===== config.mk =====
export PLATFORM = sky130hd
export DESIGN_NAME = flag_branch_unit
export DESIGN_NICKNAME = d
export VERILOG_FILES = /design/src/rtl/flag_branch_unit.sv
export SDC_FILE = /design/constraint.sdc
export NUM_CORES = 1
export LEC_CHECK = 0
export BUFFER_PORTS_ARGS = -buffer_cell sky130_fd_sc_hd__buf_2
export CORE_AREA = 2 2 39 41
export CTS_BUF_LIST = sky130_fd_sc_hd__clkbuf_8
export DETAILED_ROUTE_END_ITERATION = 10
export DIE_AREA = 0 0 41 43
export HOLD_SLACK_MARGIN = 0.15
export PLACE_DENSITY = 0.71
export RECOVER_POWER = 100
export SLEW_MARGIN = 20
export SYNTH_ARGS = -nofsm -noshare
export SYNTH_HDL_FRONTEND = slang
export SYNTH_SLANG_ARGS = --single-unit
export TNS_END_PERCENT = 50

===== constraint.sdc =====
create_clock -name clk -period 2.18 [get_ports clk]
set_input_delay 0.436 -clock clk [delete_from_list [all_inputs] [get_ports clk]]
set_output_delay 0.436 -clock clk [all_outputs]
set_load 0.02 [all_outputs]

===== src/rtl/flag_branch_unit.sv =====
// NZCV flag register plus branch resolver (B, CBZ/CBNZ, B.cond); decision registered one edge after acceptance.
// Flag-write/B.cond hazard is either forwarded (FORWARD=1) or stalls upstream for one cycle (FORWARD=0).
module flag_branch_unit #(
  parameter bit FORWARD = 1'b1,
  parameter int DELAY   = 0
) (
  input  logic       clk,
  input  logic       reset,
  input  logic       zero,
  input  logic       negative,
  input  logic       carryOut,
  input  logic       overflow,
  input  logic       setFlags,
  input  logic       brValid,
  input  logic [1:0] brType,
  input  logic       cbInvert,
  input  logic [3:0] cond,
  output logic [3:0] flags,
  output logic       brTaken,
  output logic       brResolved,
  output logic       stall
);

  typedef enum logic {IDLE, HOLD} state_t;

  state_t     state;
  logic [3:0] live_nzcv;
  logic [3:0] src_nzcv;
  logic       hazard;
  logic       accept;
  logic       idle_taken;
  logic       unused_delay;

  function automatic logic cond_eval(input logic [3:0] c, input logic [3:0] s);
    logic n, z, cf, v;
    logic r;
    n  = s[3];
    z  = s[2];
    cf = s[1];
    v  = s[0];
    case (c)
      4'b0000: r = z;
      4'b0001: r = !z;
      4'b0010: r = cf;
      4'b0011: r = !cf;
      4'b0100: r = n;
      4'b0101: r = !n;
      4'b0110: r = v;
      4'b0111: r = !v;
      4'b1000: r = cf && !z;
      4'b1001: r = !cf || z;
      4'b1010: r = (n == v);
      4'b1011: r = (n != v);
      4'b1100: r = !z && (n == v);
      4'b1101: r = z || (n != v);
      default: r = 1'b1;
    endcase
    return r;
  endfunction

  // Propagation delay only matters for gate-level models; RTL ignores it.
  assign unused_delay = (DELAY != 0);

  assign live_nzcv = {negative, zero, carryOut, overflow};
  assign src_nzcv  = (FORWARD && setFlags) ? live_nzcv : flags;
  assign accept    = brValid && (brType != 2'b00);
  assign hazard    = (state == IDLE) && brValid && (brType == 2'b11) && setFlags && !FORWARD;
  assign stall     = reset && hazard;

  always_comb begin
    idle_taken = 1'b0;
    case (brType)
      2'b01:   idle_taken = 1'b1;
      2'b10:   idle_taken = zero ^ cbInvert;
      2'b11:   idle_taken = cond_eval(cond, src_nzcv);
      default: idle_taken = 1'b0;
    endcase
  end

  always_ff @(posedge clk or negedge reset) begin
    if (!reset) begin
      state      <= IDLE;
      flags      <= 4'b0000;
      brTaken    <= 1'b0;
      brResolved <= 1'b0;
    end else begin
      brResolved <= 1'b0;
      if (setFlags) flags <= live_nzcv;
      case (state)
        IDLE: begin
          if (hazard) begin
            state <= HOLD;
          end else if (accept) begin
            brResolved <= 1'b1;
            brTaken    <= idle_taken;
          end
        end
        HOLD: begin
          // Upstream held the B.cond; evaluate against the now-updated register.
          brResolved <= 1'b1;
          brTaken    <= cond_eval(cond, flags);
          state      <= IDLE;
        end
        default: state <= IDLE;
      endcase
    end
  end

endmodule


Yosys cells after proc, flatten, opt, wreduce, memory -nomap -nowiden

Index checks and enable logic that the tools add are counted.

Reduce and logical (&&, ||, !) cells: 11
Bitwise gates (word level): 1
Mux-type cells: 5
Equality and inequality tests: 18

Operators by type and width:

| cell                                           | count |
|---|---|
| == test 4 bit (second input constant)          | 6 |
| == test 4 x 3 -> 1 bit (second input constant) | 4 |
| case mux 1 bit (14 select lines)               | 1 |
| == test 4 x 2 -> 1 bit (second input constant) | 2 |
| == test 2 bit (second input constant)          | 2 |
| == test 4 x 1 -> 1 bit (second input constant) | 1 |
| zero test 1 bit                                | 4 |
| zero test 4 bit                                | 1 |
| two-way mux 4 bit                              | 1 |
| logical AND 1 bit                              | 3 |
| case mux 1 bit (3 select lines)                | 1 |
| == test 2 x 1 -> 1 bit (second input constant) | 1 |
| logical OR 1 bit                               | 2 |
| two-way mux 1 bit                              | 2 |
| nonzero test 2 bit                             | 1 |
| == test 1 bit                                  | 1 |
| != test 1 bit                                  | 1 |
| XOR 1 bit                                      | 1 |

Output and inout bits: 7
Flip-flop bits (word level): 6
Word-level logic and storage cells: 38
Bits of input ports: 15

Logic depth before layout (Yosys ltp)

Gate-level depths: netlist of the first run.

Depth after elaboration: 6
Mapped depth: 6
Gate-level depth less buffers: 5

Worst setup path before layout of the first run

Ideal clock, no wire load.

Path type: input port to flip-flop
From: input setFlags
To: register brTaken
Data arrival time: 1.753 ns
Setup slack: 0.302 ns
Path buffers: 1
Stages on the path: 6
Required time: 2.054 ns
Library setup time: 0.126 ns
Cell sequence: buf_6 -> mux4_2 -> and2_0 -> a311o_1 -> a32oi_1 -> a21oi_1

Cells in the longest elaborated chain, start to end: 6
Elaborated cells between the ends (all ways): 14
Classes of those cells: eq/ne: 2; mux: 4; reduce/logical: 8

RTL lines:

| element                                  | line   | RTL |
|---|---|---|
| start: declaration                       | 13     | `input logic setFlags,` |
| two-way mux 4 bit (*)                    | n/a    |  |
| != test 1 bit (tied with other cells)    | 53, 55 |  |
| logical OR 1 bit (tied with other cells) | 55     | `4'b1101: r = z \|\| (n != v);` |
| case mux 1 bit (14 select lines) (*)     | 41     | `case (c)` |
| case mux 1 bit (3 select lines) (*)      | 72     | `case (brType)` |
| two-way mux 1 bit (*)                    | 93     | `end else if (accept) begin` |
| end signal: assignment                   | 95     | `brTaken <= idle_taken;` |
| end signal: assignment                   | 101    | `brTaken <= cond_eval(cond, flags);` |
| end: declaration                         | 19     | `output logic brTaken,` |

Mark *: on every way between the ends. The rest lies on a longest branch, timed or not. The select of a mux whose other input is x is not followed.
A chain may end at the register's enable or synchronous reset.

Final worst setup path of the first run

Same ends and word-level chain as after synthesis.

==> results of run 1 <==
## cells in the mapped netlist (all sizes together) (2+ instances only)
master | n | area (µm²)
and2 | 2 | 12.52
buf | 2 | 18.77
a21oi | 2 | 10.01
o21ai | 3 | 15.01
xor2 | 3 | 26.28
o21bai | 2 | 15.01
mux2 | 4 | 45.04
inv | 3 | 11.26
nor4 | 2 | 12.51
mux4 | 2 | 48.80
dfrtp | 6 | 150.1
## layer usage
metal / share of wire (%) / vias to the layer above
met3: 6.0 / 4
met4: 3.3 / 0
li1: - / 213
met2: 47 / 13
met1: 43 / 181
met5: 0 / -
## cells by family (layout without fill, tap and decap cells)
group                     count (synthesis)  count (layout)  share of synthesized area (%)
other                                     1               1                         0.8167
AOI/OAI and AO/OA                        11              11                          16.62
buffers and inverters                     5              27                          6.540
and+or+nand+nor                          11              11                          14.99
xor gates and xnor gates                  3               3                          5.723
DFF                                       6               6                          32.70
muxes                                     7               7                          22.62
## stage by stage
step                utilization (%)  area (µm²)  setup WS (ns)
floorplan                         -       459.2         0.3016
global placement              40.51       560.5         0.1611
detailed placement            40.51       560.5         0.1370
CTS                           44.21       611.8         0.3698
global route                  43.58       603.1         0.3115
finish                        43.58       603.1         0.3708
## flip-flops by register name (all words and copies together), names as in the netlist
| signal | flops |
|---|---|
| brResolved | 1 |
| brTaken | 1 |
| flags | 4 |
## where the power goes
group          internal (mW)  switching (mW)
sequential             0.124         0.00837
clock                  0.118          0.0429
combinational         0.0450          0.0560
## worst min path at each step
stage	start	to	depth (start not counted)
2_1_floorplan	reset	brResolved$_DFF_PN0_	0
3_3_place_gp	reset	flags[3]$_DFF_PN0_	1
3_5_place_dp	reset	flags[3]$_DFF_PN0_	1
5_1_grt	negative	flags[3]$_DFF_PN0_	2
4_1_cts	negative	flags[3]$_DFF_PN0_	2
6_report	carryOut	flags[1]$_DFF_PN0_	2
## critical path: stages
cell     delay (ns)
buf_2          0.19
mux4_2         0.53
and2_0         0.17
a311o_1        0.31
a32oi_1        0.18
a21oi_1        0.08
## final cells by class
| cell class | instances | area (µm²) | area share (%) |
|---|---|---|---|
| timing repair buffer | 21 | 101.3 | 16.80 |
| sequential | 6 | 150.1 | 24.90 |
| multi-input combinational | 33 | 279.0 | 46.27 |
| tap | 16 | 20.02 | 3.320 |
| inverter | 3 | 11.26 | 1.867 |
| clock buffer | 3 | 41.29 | 6.846 |
==> impl_results.md, run 1 <==
* Status: finished clean
* Hold slack at 0.4905 ns
* # diodes at 0
* Crit share post-route at 82.99%
* Ports at 22
* GR Util met3 at 1.571%
* Num CTS Buffers at 3
* Max Clock Freq at 0.5527 GHz
* CP arrival at 1.90 ns
* Initial antenna violation count at 0
* Worst Setup Path Type: primary input to register
* Post-CTS setup buffer count at 0
* VDD IR-drop max at 0.0003770 V
* Met1 usage at 17.06%
* Final setup fails at 0
* Sequential share of the synthesized area at 32.70%
* Unrepaired setup endpoints after global routing: false
* Most common cell after layout, fill and taps aside: buf_2
* GP Congestion at 0.7013
* Core area at 0.001384 mm²
* Worst setup SP type: primary input
* DR WL/cell at 11.40 µm
* Total power at 0.3945 mW
* Most Crowded Layer GR: met1
* Yosys warnings at 0
* CP Launch Point: setFlags
* GRT met2 Usage at 16.88%
* R2R depth at 5
* Via density at 5.012
* Final Hold Viols at 0
* CP Max Fanout at 9
* Critical Path RT at 2.27 ns
* Max Root-Sink Buffers at 2
* Layout cell share with drive strength beyond 1 at 34.85%
* H-tree levels at 1
* Port Buffers at 20
* Post-DP HPWL at 800.4 µm
* Final Slew Violations at 0
* Library cells used by synthesis at 27
* Root Driver: clkbuf_8
* Synth Instances at 44
* Ys async rst share at 100.0%
* Vias at 411
* Clock sink count at 6
* P&R area growth vs syn at 31.34%
* Die area at 0.001763 mm²
* Post-Route WL at 935 µm
* Clk pin slew, worst setup/hold paths at 0.03 ns
* GR Util All Layers at 12.80%
* Most frequent cells in the layout: buf_2, clkbuf_1, dfrtp_1
* Hold Path Class: primary input to register
* # rows at 14
* Leakage at 0.2733 nW
* Clk Latency, worst-skew pair at 0.22 ns
* RR Endpoint: brTaken$_DFFE_PN0P_
* Largest net degree at the start of global routing at 10
* Tmin final at 1.809 ns
* Die H at 43 µm
* Hold-fix buffers at CTS at 1
* Mapped Nets at 59
* Mean Syn Cell Area at 10.44 µm²
* CTS tree: yes
* Setup crit end: brTaken$_DFFE_PN0P_
* Worst R2R Start: flags[2]$_DFF_PN0_
* Setup crit end kind: register
* Post-CTS resize count at 0
* Cell Area, Synth at 459.2 µm²
* Total gr overflow at 0
* Pre-antenna DRT Iters at 4
* Die W at 41 µm
* Ys flop type: dfrtp_1
* Initial core utilization at 33.18%
* Remaining DRCs at 0
* Fill count at 151
* Final non-filler cell total at 82
* Max-cap violations at 0
* Synthesis-stage register bit count at 6
* PD cells at 654.2 mW/mm²
* Number of global-route vias before repair at 368
* 1st-iter DRT viols at 10
* Post-synth EDFFs at 0
* Antenna violation net count after detailed routing at 0
* Inst Count DP at 78
* FF-to-FF setup slack at 0.46 ns
* Count of nets after finishing at 83
* First-pass GRT wire length at 1469 µm
* TNS Setup at 0 ns
* Max Clock Skew at 0.0002689 ns
Power figures use the tool's default switching activity.
==> run 2: changes to the inputs <==
- PLACE_DENSITY: 0.71 -> 0.73
- clock period: 2.18 -> 1.5 ns (I/O delays scaled with it)
==> impl_results.md, run 2 (synthesized netlist as in run 1, its figures left out) <==
* Status: finished, violations left (was finished clean)
* Failing checks: setup timing
* Regs by FF count: flags (4), brResolved (1), brTaken (1) (unchanged)
* Post-CTS resize count at 0 (unchanged)
* CP Depth at 5 (was 6)
* # diodes at 0 (unchanged)
* 1st-iter DRT viols at 5 (was 10)
* Max Root-Sink Buffers at 2 (unchanged)
* Most common cell after layout, fill and taps aside: buf_2 (unchanged)
* Logic pwr share at 29.2% (was 25.6%)
* Clk Latency, worst-skew pair at 0.22 ns (about the same)
* Net Switching at 0.1686 mW (was 0.1073 mW)
* Setup crit end kind: register (unchanged)
* Largest net degree at the start of global routing at 7 (was 10)
* CP Launch Point: flags[1]$_DFF_PN0_ (was setFlags)
* GR Util All Layers at 16.45% (was 12.80%)
* Worst setup SP type: register (was primary input)
* CP arrival at 1.75 ns (was 1.90 ns)
* Pre-antenna DRT Iters at 2 (was 4)
* Leakage at 0.3165 nW (was 0.2733 nW)
* Number of global-route vias before repair at 497 (was 368)
* Fill count at 131 (was 151)
* Port Buffers at 20 (unchanged)
* Largest register FFs at 4 (unchanged)
* Count of nets after finishing at 94 (was 83)
* RR Endpoint: brTaken$_DFFE_PN0P_ (unchanged)
* Ports at 22 (unchanged)
* Remaining DRCs at 0 (unchanged)
* Clock sink count at 6 (unchanged)
* Die H at 43 µm (unchanged)
* Num CTS Buffers at 3 (unchanged)
* Max Clock Skew at 0.0008051 ns (was 0.0002689 ns)
* Antenna violation net count after detailed routing at 0 (unchanged)
* Max Clock Freq at 0.6067 GHz
* Initial antenna violation count at 0 (unchanged)
* Unrepaired setup endpoints after global routing: true (was false)
* Post-CTS setup buffer count at 0 (unchanged)
* VDD IR-drop max at 0.0005522 V (was 0.0003770 V)
* Hold Path Class: primary input to register (unchanged)
* Clock power frac at 39.5% (was 40.8%)
* Most frequent cells in the layout: buf_2, clkbuf_1, buf_4 (was buf_2, clkbuf_1, dfrtp_1)
* Sequential fraction of design power at 31.3% (was 33.6%)
* H-tree levels at 1 (unchanged)
* Die W at 41 µm (unchanged)
* # rows at 14 (unchanged)
* Final Core Density at 49.19% (was 43.58%)
* P&R area growth vs syn at 48.23% (was 31.34%)
* Initial core utilization at 33.18% (unchanged)
* Crit share post-route at 109.9%
* FF-to-FF setup slack at -0.15 ns (was 0.46 ns)
* Pint at 0.4378 mW (was 0.2873 mW)
* Final setup fails at 1 (was 0)
* Dpl cell area at 645.6 µm² (was 560.5 µm²)
* Vias at 461 (was 411)
* DR WL/cell at 12.04 µm (was 11.40 µm)
* Layout cell share with drive strength beyond 1 at 42.86% (was 34.85%)
* Clk pin slew, worst setup/hold paths at 0.04 ns (was 0.03 ns)
* R2R depth at 5 (unchanged)
* First-pass GRT wire length at 1932 µm (was 1469 µm)
* Slowest Stage Delay on Critical Path at 0.47 ns (was 0.53 ns)
* Critical Path RT at 1.60 ns (was 2.27 ns)
* Setup crit end: brTaken$_DFFE_PN0P_ (unchanged)
* Max-cap violations at 0 (unchanged)
* Via density at 4.957 (was 5.012)
* Pre-CTS setup slack at -0.2498 ns (was 0.1370 ns)
* CTS tree: yes (unchanged)
* Total gr overflow at 0 (unchanged)
* Worst setup margin at -0.1484 ns (was 0.3708 ns)
* Tmin final at 1.648 ns
* Worst R2R Start: flags[1]$_DFF_PN0_ (was flags[2]$_DFF_PN0_)
* PD cells at 890.8 mW/mm² (was 654.2 mW/mm²)
* GP Congestion at 0.8449 (was 0.7013)
* Final Slew Violations at 0 (unchanged)
* Final Hold Viols at 0 (unchanged)
* Worst path top cell family by delay: compound AO/OA/AOI/OAI gates (unchanged)
* Post-DP HPWL at 882 µm (was 800.4 µm)
* Die area at 0.001763 mm² (unchanged)
* Sw frac at 27.80% (was 27.19%)
* Crit path cell chain: mux4_2 > and2_0 > a311o_1 > a32oi_1 > a21oi_1 (was buf_2 > mux4_2 > and2_0 > a311o_1 > a32oi_1 > a21oi_1)
* Core area at 0.001384 mm² (unchanged)
* Worst Setup Path Type: register to register (was primary input to register)
* CP max stage cell: mux4_2 (unchanged)
* CP Max Fanout at 2 (was 9)
* Total power at 0.6063 mW (was 0.3945 mW)
* Root Driver: clkbuf_8 (unchanged)
* Final instance area at 680.7 µm² (was 603.1 µm²)
* Post-Route WL at 1120 µm (was 935 µm)
* Most flop-heavy register: flags (unchanged)
* Buffers & Inverters on Critical Path at 0 (was 1)
==> run 2: changes by cell type in the layout (fill, tap and decap cells not counted), sizes merged <==
| cell | delta |
|---|---|
| buf | +8 |
| clkbuf | +3 |
==> run 2: per-stage QoR <==
stage                     TNS, ns  hold slack [ns]  std cells
after floorplan           -0.1555         0.004409         44
after global placement    -0.2212           0.1329         89
after detailed placement  -0.2498           0.1364         89
after CTS                 -0.1484           0.3403         93
after global routing      -0.2008           0.3592         93
final                     -0.1484           0.3478         93
==> run 2: worst min path at each step <==
stage                  start                   end  slack [ns]  cells after the start
floorplan              reset  brResolved$_DFF_PN0_       0.004                      0
global placement       reset  brResolved$_DFF_PN0_        0.13                      1
detailed placement     reset  brResolved$_DFF_PN0_        0.14                      1
CTS                 overflow    flags[0]$_DFF_PN0_        0.34                      2
global route        overflow    flags[0]$_DFF_PN0_        0.36                      2
finish              overflow    flags[0]$_DFF_PN0_        0.35                      2
==> run 2: power groups by stage <==
stage / Clock [mW] / Sequential (mW) / Combinational, mW
floorplan: 0 / 0.216 / 0.0762
global placement: 0 / 0.191 / 0.182
detailed placement: 0 / 0.191 / 0.185
CTS: 0.250 / 0.190 / 0.189
global route: 0.253 / 0.191 / 0.195
finish: 0.240 / 0.190 / 0.177
==> run 2: cell type report <==
class | count | area [µm²] | share of cell area, %
sequential | 6 | 152.6 | 22.43
timing repair buffer | 32 | 176.4 | 25.92
multi-input combinational | 33 | 279.0 | 40.99
tap | 16 | 20.02 | 2.941
clock buffer | 3 | 41.29 | 6.066
inverter | 3 | 11.26 | 1.654
==> run 2: metal layers <==
layer	global-route usage, %	routed length, µm	vias up
li1	-	-	232
met1	18.00	459	213
met2	27.19	597	14
met3	3.141	55	2
met4	10.00	8	0
met5	0	0	-
==> run 2: repair_timing <==
item,4_1_cts,5_1_grt
endpoints found under the hold margin,6,0
endpoints found under the setup margin,1,1
hold buffers,1,0
==> run 3: changes to the inputs <==
==> constraint.sdc (replaced) <==
create_clock -name clk -period 1.5 [get_ports clk]
set_input_delay 0.075 -clock clk [delete_from_list [all_inputs] [get_ports clk]]
set_output_delay 0.075 -clock clk [all_outputs]
set_load 0.02 [all_outputs]
==> impl_results.md, run 3 (synthesized netlist as in run 1, its figures left out) <==
* Number of global-route vias before repair at 480 (was 497)
* Status: finished, violations left (unchanged)
* CP arrival at 1.76 ns (was 1.75 ns)
* Pre-antenna DRT Iters at 2 (unchanged)
* Sw frac at 27.08% (was 27.80%)
* Die W at 41 µm (unchanged)
* Total gr overflow at 0 (unchanged)
* H-tree levels at 1 (unchanged)
* First-pass GRT wire length at 1883 µm (was 1932 µm)
* Via density at 5.152 (was 4.957)
* Count of nets after finishing at 93 (was 94)
* P&R area growth vs syn at 50.14% (was 48.23%)
* Remaining DRCs at 0 (unchanged)
* CP Max Fanout at 2 (unchanged)
* VDD IR-drop max at 0.0006045 V (was 0.0005522 V)
* Most frequent cells in the layout: buf_2, clkbuf_1, buf_4 (unchanged)
* Leakage at 0.3104 nW (was 0.3165 nW)
* CTS tree: yes (unchanged)
* Worst R2R Start: flags[1]$_DFF_PN0_ (unchanged)
* Failing checks: setup timing (unchanged)
* 1st-iter DRT viols at 2 (was 5)
* Max Clock Skew at 0.001865 ns (was 0.0008051 ns)
* Largest net degree at the start of global routing at 8 (was 7)
* Die area at 0.001763 mm² (unchanged)
* Final non-filler cell total at 92 (was 93)
* Most flop-heavy register: flags (unchanged)
* Worst Setup Path Type: register to register (unchanged)
* Layout cell share with drive strength beyond 1 at 42.11% (was 42.86%)
* Final setup fails at 1 (unchanged)
* Port Buffers at 20 (unchanged)
* Final Core Density at 49.82% (was 49.19%)
* Max Root-Sink Buffers at 2 (unchanged)
* Post-DP HPWL at 831.4 µm (was 882 µm)
* Post-Route WL at 1096 µm (was 1120 µm)
* Sequential fraction of design power at 31.6% (was 31.3%)
* Clk pin slew, worst setup/hold paths at 0.03 ns (was 0.04 ns)
* Inst Count DP at 85 (was 89)
* Crit share post-route at 111.3% (was 109.9%)
* Pint at 0.4405 mW (was 0.4378 mW)
* Largest register FFs at 4 (unchanged)
* Most common cell after layout, fill and taps aside: buf_2 (unchanged)
* Hold Path Class: primary input to register (unchanged)
* Final Hold Viols at 0 (unchanged)
* Final Slew Violations at 0 (unchanged)
* Post-CTS setup buffer count at 0 (unchanged)
* Clock sink count at 6 (unchanged)
* Worst hold start: brValid (was overflow)
* Core area at 0.001384 mm² (unchanged)
* GR Util All Layers at 15.63% (was 16.45%)
* CP Launch Point: flags[1]$_DFF_PN0_ (unchanged)
* # rows at 14 (unchanged)
* # diodes at 0 (unchanged)
* Unrepaired setup endpoints after global routing: true (unchanged)
* Max Clock Freq at 0.5989 GHz (was 0.6067 GHz)
* Ports at 22 (unchanged)
* Initial antenna violation count at 0 (unchanged)
* Net Switching at 0.1636 mW (was 0.1686 mW)
* Tmin final at 1.670 ns (was 1.648 ns)
* Worst setup margin at -0.1698 ns (was -0.1484 ns)
* Clk Latency, worst-skew pair at 0.22 ns (about the same)
* Initial core utilization at 33.18% (unchanged)
* GP Congestion at 0.7657 (was 0.8449)
* Worst setup SP type: register (unchanged)
* Vias at 474 (was 461)
* Clock power frac at 38.4% (was 39.5%)
* PD cells at 876.2 mW/mm² (was 890.8 mW/mm²)
* Root Driver: clkbuf_8 (unchanged)
* Die H at 43 µm (unchanged)
* Antenna violation net count after detailed routing at 0 (unchanged)
* DR WL/cell at 11.91 µm (was 12.04 µm)
* Regs by FF count: flags (4), brResolved (1), brTaken (1) (unchanged)
* Logic pwr share at 30.1% (was 29.2%)
* Num CTS Buffers at 3 (unchanged)
* Setup crit end kind: register (unchanged)
* Max-cap violations at 0 (unchanged)
* Critical Path RT at 1.59 ns (was 1.60 ns)
## run 3: layer usage
| layer | GRT usage, % | part of all wire [%] | vias to the layer above |
|---|---|---|---|
| li1 | - | - | 234 |
| met1 | 19.00 | 42 | 225 |
| met2 | 24.69 | 54 | 12 |
| met3 | 3.141 | 3.1 | 3 |
| met4 | 8.000 | 1.6 | 0 |
| met5 | 0 | 0 | - |
## run 3: cell type report
cell class / instances / area (µm²)
multi-input cells: 33 / 281.5
clock buffers: 3 / 41.29
repair buffers: 31 / 182.7
inverters: 3 / 11.26
well taps: 16 / 20.02
flip-flops and latches: 6 / 152.6
fillers: 132 / 694.4
## run 3: power groups by stage
stage	registers, mW	clock network (mW)	logic, mW
2_1_floorplan	0.216	0	0.0752
5_1_grt	0.193	0.241	0.200
6_report	0.191	0.232	0.182
3_5_place_dp	0.192	0	0.176
4_1_cts	0.190	0.236	0.184
3_3_place_gp	0.191	0	0.174
## run 3: repair_timing
action / in CTS / in global routing
pin swaps: 0 / 1
endpoints found under the hold margin: 9 / 0
gates resized for setup: 0 / 3
setup endpoints to repair: 1 / 1
hold buffers: 4 / 0
## run 3: final timing paths
kind                            depth (start not counted)                   end  slack, ns
worst max register to register                          5   brTaken$_DFFE_PN0P_      -0.17
min in group asynchronous                               2  brResolved$_DFF_PN0_       0.27
worst min register to register                          2   brTaken$_DFFE_PN0P_       0.60
worst min-delay path                                    3  brResolved$_DFF_PN0_       0.15
worst max-delay path                                    5   brTaken$_DFFE_PN0P_      -0.17
max in group asynchronous                               2    flags[1]$_DFF_PN0_       0.97
## run 3: worst max-delay path, cell delays in order, from the launching register on
cell and delay [ns]:
dfrtp_2 0.39, mux4_2 0.46, and2_0 0.15, a311o_1 0.27, a32oi_1 0.18, a21oi_1 0.10
## run 3: through the flow
| stage | power (mW) | instance area (µm²) | hold slack, ns | setup WS, ns | TNS (ns) |
|---|---|---|---|---|---|
| CTS | 0.6104 | 696.9 | 0.1506 | -0.1533 | -0.1533 |
| global placement | 0.3652 | 615.6 | -0.09863 | -0.1139 | -0.1139 |
| floorplan | 0.2915 | 461.7 | -0.2206 | -0.1555 | -0.1555 |
| global route | 0.6343 | 689.4 | 0.1825 | -0.2146 | -0.2146 |
| detailed placement | 0.3674 | 615.6 | -0.09649 | -0.1431 | -0.1431 |
| finish | 0.6041 | 689.4 | 0.1471 | -0.1698 | -0.1698 |
